### config.mk
export PLATFORM = sky130hd
export DESIGN_NAME = seg_scan_ctrl
export DESIGN_NICKNAME = d
export VERILOG_FILES = /design/src/rtl/seg_scan_ctrl.sv
export SDC_FILE = /design/constraint.sdc
export NUM_CORES = 1
export LEC_CHECK = 0
export ABC_AREA = 1
export BUFFER_PORTS_ARGS = -buffer_cell sky130_fd_sc_hd__buf_2
export CORE_UTILIZATION = 46
export DETAILED_ROUTE_END_ITERATION = 10
export PLACE_DENSITY = 0.66
export SKIP_CTS_REPAIR_TIMING = 1
export SLEW_MARGIN = 20
export SYNTH_ARGS = -nofsm -noshare
export SYNTH_HDL_FRONTEND = slang
export SYNTH_SLANG_ARGS = --single-unit
### constraint.sdc
create_clock -name clk -period 2.55 [get_ports clk]
set_clock_uncertainty 0.2 [all_clocks]
set_input_delay 0.3825 -clock clk [delete_from_list [all_inputs] [get_ports clk]]
set_output_delay 0.3825 -clock clk [all_outputs]
set_load 0.05 [all_outputs]
### src/rtl/seg_scan_ctrl.sv
// Synchronises the processor's 7-segment outputs, filters them for stability,
// captures the low/high digit patterns and multiplexes them onto two anodes.
module seg_scan_ctrl #(
    parameter int unsigned REFRESH_DIV   = 1024,
    parameter int unsigned STABLE_CYCLES = 4,
    parameter bit          ACTIVE_LOW    = 1'b1
) (
    input  logic       clk,
    input  logic       rst_n,
    input  logic [6:0] seg_in,
    input  logic       lsb_in,
    input  logic       disp_en,
    output logic [6:0] seg_out,
    output logic [1:0] an_out,
    output logic       frame_tick,
    output logic       valid_out,
    output logic [6:0] digit_lo,
    output logic [6:0] digit_hi
);

    localparam int unsigned RW = (REFRESH_DIV > 1) ? $clog2(REFRESH_DIV) : 1;
    localparam int unsigned SW = $clog2(STABLE_CYCLES + 1);

    localparam logic [RW-1:0] RCNT_LAST = RW'(REFRESH_DIV - 1);
    localparam logic [SW-1:0] STAB_CAP  = SW'(STABLE_CYCLES - 1);
    localparam logic [SW-1:0] STAB_MAX  = SW'(STABLE_CYCLES);
    localparam logic [1:0]    AN_OFF    = {2{ACTIVE_LOW}};
    localparam logic [6:0]    SEG_OFF   = {7{ACTIVE_LOW}};

    typedef enum logic [1:0] {
        BLANK   = 2'd0,
        SCAN_LO = 2'd1,
        SCAN_HI = 2'd2
    } state_t;

    logic [7:0]    sync1;
    logic [7:0]    sync2;
    logic [7:0]    w_prev;
    logic [SW-1:0] stab_cnt;
    logic          cap;
    logic          got_lo;
    logic          got_hi;
    logic          got_lo_nxt;
    logic          got_hi_nxt;

    state_t        state;
    state_t        state_nxt;
    logic [RW-1:0] rcnt;
    logic [RW-1:0] rcnt_nxt;
    logic          lo_on;
    logic          hi_on;
    logic          tick_nxt;
    logic [6:0]    seg_true;
    logic [1:0]    an_nxt;
    logic [6:0]    seg_nxt;

    // Two-flop synchroniser for the asynchronous {digit flag, segments} bus
    always_ff @(posedge clk) begin
        if (!rst_n) begin
            sync1 <= '0;
            sync2 <= '0;
        end else begin
            sync1 <= {lsb_in, seg_in};
            sync2 <= sync1;
        end
    end

    // Stability counter: restarts on any change, saturates once captured
    always_ff @(posedge clk) begin
        if (!rst_n) begin
            w_prev   <= '0;
            stab_cnt <= '0;
        end else begin
            w_prev <= sync2;
            if (sync2 != w_prev) begin
                stab_cnt <= '0;
            end else if (stab_cnt != STAB_MAX) begin
                stab_cnt <= stab_cnt + SW'(1);
            end
        end
    end

    assign cap        = (sync2 == w_prev) && (stab_cnt == STAB_CAP);
    assign got_lo_nxt = got_lo | (cap & sync2[7]);
    assign got_hi_nxt = got_hi | (cap & ~sync2[7]);

    // Capture the stable pattern into the digit selected by the flag bit
    always_ff @(posedge clk) begin
        if (!rst_n) begin
            digit_lo  <= '0;
            digit_hi  <= '0;
            got_lo    <= 1'b0;
            got_hi    <= 1'b0;
            valid_out <= 1'b0;
        end else begin
            if (cap && sync2[7]) begin
                digit_lo <= sync2[6:0];
            end
            if (cap && !sync2[7]) begin
                digit_hi <= sync2[6:0];
            end
            got_lo    <= got_lo_nxt;
            got_hi    <= got_hi_nxt;
            valid_out <= got_lo_nxt & got_hi_nxt;
        end
    end

    // Scan state, refresh counter and registered display drive
    always_ff @(posedge clk) begin
        if (!rst_n) begin
            state      <= BLANK;
            rcnt       <= '0;
            an_out     <= AN_OFF;
            seg_out    <= SEG_OFF;
            frame_tick <= 1'b0;
        end else begin
            state      <= state_nxt;
            rcnt       <= rcnt_nxt;
            an_out     <= an_nxt;
            seg_out    <= seg_nxt;
            frame_tick <= tick_nxt;
        end
    end

    // Next scan state plus anode/segment selection with a dead cycle at rcnt 0
    always_comb begin
        state_nxt = state;
        rcnt_nxt  = rcnt;
        tick_nxt  = 1'b0;
        lo_on     = disp_en && (state == SCAN_LO) && (rcnt != '0);
        hi_on     = disp_en && (state == SCAN_HI) && (rcnt != '0);

        if (!disp_en) begin
            state_nxt = BLANK;
            rcnt_nxt  = '0;
        end else begin
            case (state)
                BLANK: begin
                    state_nxt = SCAN_LO;
                    rcnt_nxt  = '0;
                end
                SCAN_LO: begin
                    if (rcnt == RCNT_LAST) begin
                        state_nxt = SCAN_HI;
                        rcnt_nxt  = '0;
                    end else begin
                        rcnt_nxt = rcnt + RW'(1);
                    end
                end
                SCAN_HI: begin
                    if (rcnt == RCNT_LAST) begin
                        state_nxt = SCAN_LO;
                        rcnt_nxt  = '0;
                        tick_nxt  = 1'b1;
                    end else begin
                        rcnt_nxt = rcnt + RW'(1);
                    end
                end
                default: begin
                    state_nxt = BLANK;
                    rcnt_nxt  = '0;
                end
            endcase
        end

        seg_true = lo_on ? digit_lo : (hi_on ? digit_hi : 7'h00);
        an_nxt   = {hi_on, lo_on} ^ AN_OFF;
        seg_nxt  = seg_true ^ SEG_OFF;
    end

endmodule

==> results of run 1 <==
## final timing paths
kind                                            start                     to  slack [ns]
worst max register to register  state[0]$_SDFFE_PN0P_  seg_out[6]$_SDFF_PN1_        0.66
worst max-delay path            state[0]$_SDFFE_PN0P_  seg_out[6]$_SDFF_PN1_        0.66
worst min register to register    sync1[0]$_SDFF_PN0_    sync2[0]$_SDFF_PN0_        0.21
worst min-delay path                        seg_in[6]    sync1[6]$_SDFF_PN0_        0.02
## Yosys cell counts
master	number	area, um^2
nor3_1	6	30.03
buf_4	1	7.510
inv_2	5	18.77
nand2_1	112	420.4
or2_2	1	6.260
inv_1	67	251.5
nand3_2	2	20.02
clkinv_1	1	3.750
nand4_1	1	6.260
dfxtp_1	66	1321
nor2_1	52	195.2
nand3_1	20	100.1
buf_6	2	22.52
a31oi_1	2	12.51
and2_1	1	6.260
nand3b_1	1	7.510
clkbuf_8	2	27.53
a21oi_1	4	20.02
o21ai_0	1	5.000
clkbuf_1	3	11.26
ha_1	10	125.1
nand2_2	1	6.260
nor2_2	2	12.51
xor2_1	5	43.79
## power breakdown
group	switching, W	internal, W	leakage (nW)
Clock	0.000367	0.000420	0.0903
Combinational	0.0000550	0.0000313	1.03
Sequential	0.0000142	0.00105	0.537
Total	0.000436	0.00150	1.66
## flip-flops by register name, summed over array words and instances, names as in the netlist
signal      flops
got_lo          1
rcnt           10
digit_hi        7
state           2
seg_out         7
w_prev          8
sync1           8
got_hi          1
frame_tick      1
digit_lo        7
an_out          2
sync2           8
stab_cnt        3
valid_out       1
## layer usage
metal / GRT usage / share of wire
met5: 0 / 0
met4: 0.1000 / 0.022
met3: 0.05698 / 0.056
met2: 0.2667 / 0.42
met1: 0.2077 / 0.50
## final cells by class
cell class | count | area (um^2) | area share
inverters | 73 | 274.0 | 0.08946
clock inverters | 2 | 12.51 | 0.004085
well taps | 72 | 90.09 | 0.02941
clock buffers | 12 | 165.2 | 0.05392
flip-flops and latches | 66 | 1321 | 0.4314
repair buffers | 36 | 182.7 | 0.05964
multi-input cells | 221 | 1017 | 0.3321
## worst max-delay path: cells and delay by family, from the launching register on
family                   cells  cell delay (ns)
AND/OR/NAND/NOR              4             0.37
buffers and inverters        1             0.10
AO/OA/AOI/OAI                1             0.56
adder cells (fa/ha/maj)      1             0.20
flip-flops                   1             0.35
## stage by stage
step                setup WS, ns  area, um^2  utilization  std cells
floorplan                 0.9403        2681            -        368
global placement          0.7008        2885       0.5176        468
detailed placement        0.6641        2885       0.5176        468
CTS                       0.6589        3063       0.5495        482
global route              0.4019        3063       0.5495        482
finish                    0.6566        3063       0.5495        482
## kinds of logic after synthesis
kind of cell,after synthesis
flops,66
simple gates,199
xor+xnor,5
fa+ha+maj,10
buf+inv,81
compound gates,7
==> run summary, run 1 <==
Min-Delay Path Depth: 3
most used cell, CP: nand2_1
CTS Sinks: 66
first drt pass iteration count: 4
wire per inst: 9.608 um
FF-to-FF path depth: 7
pin count of the biggest net entering global routing: 38
worst path cell trace: inv_1 > ha_1 > nand2_1 > a31oi_1 > nand2_1 > nand2_1 > nand3_1
flops & latches, synth: 66
RSZ-0062 raised after global routing: false
status: finished clean
DIE WIDTH: 78.35 um
CTS tree: yes
Fin. Hold Viols: 0
GRT Resource Usage Total: 0.1721
layout cell share with drive strength beyond 1: 0.1488
worst hold slack: 0.02232 ns
Slew headroom: 0.5088
area grow syn2layout: 14.23%
max frequency: 0.5281 GHz
DR DRC count: 0
largest family of logic cells by synthesized area: simple AND/OR/NAND/NOR gates
placer congestion estimate: 0.8162
total power: 0.001938 W
CP max stage cell: a31oi_1
Inserted Clock Buffers: 9
Netlist Area Pre-Place: 2681 um^2
Pleak: 1.656 nW
Yosys warning count: 0
I/O pins: 36
DRT iter0 DRCs: 130
CTS Buffer Depth: 2
die area: 6138 um^2
Cell Rows: 27
core area: 5574 um^2
Clock Pin Slew Worst Setup and Hold Paths: 0.07 ns
critical path class: reg -> reg
first-pass GRT wire length: 7941 um
most frequent cells in the layout: nand2_1 (112), inv_1 (67), dfxtp_1 (66), nor2_1 (52), buf_2 (35)
Setup TNS: 0 ns
PD cells: 632.8 nW/um^2
filler cell count: 530
vias in the first global route: 1,884
post-synthesis mux area share: 0
Required @ worst endpoint: 2.57 ns
HPWL Detailed: 3232 um
XOR/XNOR Fraction of Synth Area: 0.01633
Synth Net Count: 389
worst min-delay path class: in -> reg
GRT overflow: 0
post-synthesis compound-gate area fraction: 0.01400
Crit path largest cell delay: 0.56 ns
later-pin clock latency in the skew report: 0.34 ns
CP Launch Type: flop
fin crit share: 0.7425
simple-gate share of the synthesized area: 0.3024
minimum clock period: 1.893 ns
H-tree levels: 3
most common cell after layout, fill and taps aside: nand2_1
Critical Path Fanout Max: 8
Post-Route WL: 4631 um
Setup-failing EPs final: 0
Slew Viols, Final: 0
Seq/Total Area, Yosys: 0.4928
post-synthesis adder-cell area fraction: 0.04666
Syn Area/Cell: 7.286 um^2
via count: 2,102
root buffer cell: clkbuf_8
VDD IR max: 430.8 uV
Crit. End Element: flop
initial antenna violation count: 0
Final Net Count: 428
vias per cell: 4.361
worst slew pin tran: 0.7333 ns
Initial Util: 0.4810
crit path DAT: 1.91 ns
Max-cap violations: 0
Die Height: 78.35 um
Syn Inst Count: 368
Netlist cell types: 24
Final ANT Viol Nets: 0
Port Buf Inserts: 35
antenna cells: 0
No activity file was read; power rests on OpenSTA's default activity.
==> run 2: changes to the inputs <==
PLACE_DENSITY = 0.69   (was 0.66)
clock period = 1.7 ns   (was 2.55 ns; I/O delays follow)
==> run 2 against run 1 <==
Net effect: cell area grew 11%; utilization rose by 5.9 points; count of clock-buffer cells in the layout stayed put; critical path type unchanged; die area stayed put; clock power grew 60%; largest cell class unchanged; worst setup slack worse by 0.57 ns; critical endpoint unchanged; via count grew 7.7%; final cell count increased by 7.3%; sequential power increased by 50%; global-route usage increased by 0.56 points.
==> run summary, run 2 (same netlist as run 1, synthesis figures left out) <==
Critical Path Fanout Max: 5 (was 8)
clock power share: 0.416 (was 0.406)
first-pass GRT wire length: 8362 um (was 7941 um)
critical path class: reg -> reg (unchanged)
RSZ-0062 raised after global routing: true (was false)
worst slew pin tran: 0.3359 ns (was 0.7333 ns)
VDD IR max: 534.3 uV (was 430.8 uV)
DIE WIDTH: 78.35 um (unchanged)
Post-Route WL: 4864 um (was 4631 um)
later-pin clock latency in the skew report: 0.33 ns (was 0.34 ns)
GRT Resource Usage Total: 0.1777 (was 0.1721)
die area: 6138 um^2 (unchanged)
antenna cells: 0 (unchanged)
combinational power share: 0.059 (was 0.045)
DR DRC count: 0 (unchanged)
Initial Util: 0.4810 (unchanged)
register share of total power: 0.525 (was 0.550)
HPWL Detailed: 3404 um (was 3232 um)
crit path DAT: 1.61 ns (was 1.91 ns)
vias in the first global route: 1,896 (was 1,884)
pin count of the biggest net entering global routing: 34 (was 38)
Max-cap violations: 0 (unchanged)
area grow syn2layout: 26.50% (was 14.23%)
Required @ worst endpoint: 1.70 ns (was 2.57 ns)
vias per cell: 4.379 (was 4.361)
max frequency: 0.6202 GHz (was 0.5281 GHz)
Final ANT Viol Nets: 0 (unchanged)
Die Height: 78.35 um (unchanged)
worst min-delay path class: in -> reg (unchanged)
Port Buf Inserts: 35 (unchanged)
PD cells: 895.1 nW/um^2 (was 632.8 nW/um^2)
CP Launch Type: flop (unchanged)
I/O pins: 36 (unchanged)
Setup-failing EPs final: 0 (unchanged)
final core utilization: 0.6085 (was 0.5495)
CTS Buffer Depth: 2 (unchanged)
Top reg by flops: rcnt (unchanged)
Slew Viols, Final: 0 (unchanged)
Slew headroom: 0.7743 (was 0.5088)
CTS Sinks: 66 (unchanged)
Internal Power: 0.002365 W (was 0.001502 W)
most frequent cells in the layout: nand2_1 (111), inv_1 (67), dfxtp_1 (57), nor2_1 (51), buf_2 (35) (was nand2_1 (112), inv_1 (67), dfxtp_1 (66), nor2_1 (52), buf_2 (35))
Inserted Clock Buffers: 9 (unchanged)
H-tree levels: 3 (unchanged)
Switching Fraction: 0.2209 (was 0.2251)
Setup TNS: 0 ns (unchanged)
via count: 2,264 (was 2,102)
Clock Pin Slew Worst Setup and Hold Paths: 0.07 ns (about the same)
max reg flops: 10 (unchanged)
placed cell area: 3080 um^2 (was 2885 um^2)
layout cell share with drive strength beyond 1: 0.2270 (was 0.1488)
Crit. End Element: flop (unchanged)
CTS tree: yes (unchanged)
Psw: 0.0006708 W (was 0.0004363 W)
core area: 5574 um^2 (unchanged)
first drt pass iteration count: 4 (unchanged)
minimum clock period: 1.612 ns (was 1.893 ns)
Fin. Hold Viols: 0 (unchanged)
wire per inst: 9.408 um (was 9.608 um)
GRT overflow: 0 (unchanged)
DRT iter0 DRCs: 120 (was 130)
post-route cell area: 3392 um^2 (was 3063 um^2)
Pleak: 1.837 nW (was 1.656 nW)
status: finished clean (unchanged)
fin crit share: 0.9485 (was 0.7425)
Final Net Count: 462 (was 428)
most common cell after layout, fill and taps aside: nand2_1 (unchanged)
placer congestion estimate: 0.7328 (was 0.8162)
initial antenna violation count: 0 (unchanged)
filler cell count: 530 (unchanged)
Cell Rows: 27 (unchanged)
root buffer cell: clkbuf_8 (unchanged)
==> run 2: cell types whose count changed in the layout (fill, tap and decap cells not counted), sizes merged <==
cell / before / now
bufinv: 0 / 1
clkinv: 2 / 3
dlygate4sd3: 0 / 8
clkinvlp: 1 / 0
buf: 36 / 62
==> run 2: path summary, 6_finish.rpt <==
kind / from / to / slack [ns] / depth (start not counted)
setup / recovery: rcnt[0]$_SDFF_PP0_ / seg_out[6]$_SDFF_PN1_ / 0.09 / 8
hold / removal: disp_en / state[1]$_SDFFE_PN0P_ / 0.006 / 3
setup reg to reg: rcnt[0]$_SDFF_PP0_ / seg_out[6]$_SDFF_PN1_ / 0.09 / 8
hold reg to reg: sync1[0]$_SDFF_PN0_ / sync2[0]$_SDFF_PN0_ / 0.21 / 2
==> run 2: layout make-up <==
cell class / count / area (um^2) / share of cell area
Clock buffer: 12 / 145.1 / 0.04279
Clock inverter: 3 / 40.04 / 0.01180
Inverter: 73 / 274.0 / 0.08078
Multi-Input combinational cell: 221 / 1050 / 0.3095
Sequential cell: 66 / 1335 / 0.3936
Tap cell: 72 / 90.09 / 0.02656
Timing Repair Buffer: 70 / 457.9 / 0.1350
==> run 2: worst max-delay path, stage by stage (launching register included) <==
cell and delay, ns:
dfxtp_2 0.33, inv_1 0.05, ha_1 0.16, nand2_1 0.08
nor3_2 0.16, nand3_2 0.17, buf_4 0.19, nand3_1 0.06
nand3_1 0.08
==> run 2: per-stage QoR <==
step	power (W)	setup WS, ns	std cells	hold slack (ns)
final	0.003036	0.08754	517	0.005808
after global routing	0.003161	-0.03566	517	0.02918
after CTS	0.003044	0.01863	509	-0.1045
after floorplan	0.001732	0.09027	368	0.1526
after detailed placement	0.001789	0.02279	494	0.1992
after global placement	0.001785	0.08009	494	0.1953
==> run 2: layer usage <==
layer  routed length (um)  track usage
met1                 2377       0.2317
met2                 2108       0.2693
met3                  264      0.03837
met4                  114       0.1056
met5                    0            0
==> run 2: power groups by stage <==
stage               Clock [W]  Sequential, W  Combinational, W
floorplan                   0        0.00163          0.000102
global placement            0        0.00163          0.000157
detailed placement          0        0.00163          0.000160
CTS                   0.00129        0.00159          0.000160
global route          0.00136        0.00160          0.000203
finish                0.00126        0.00160          0.000178
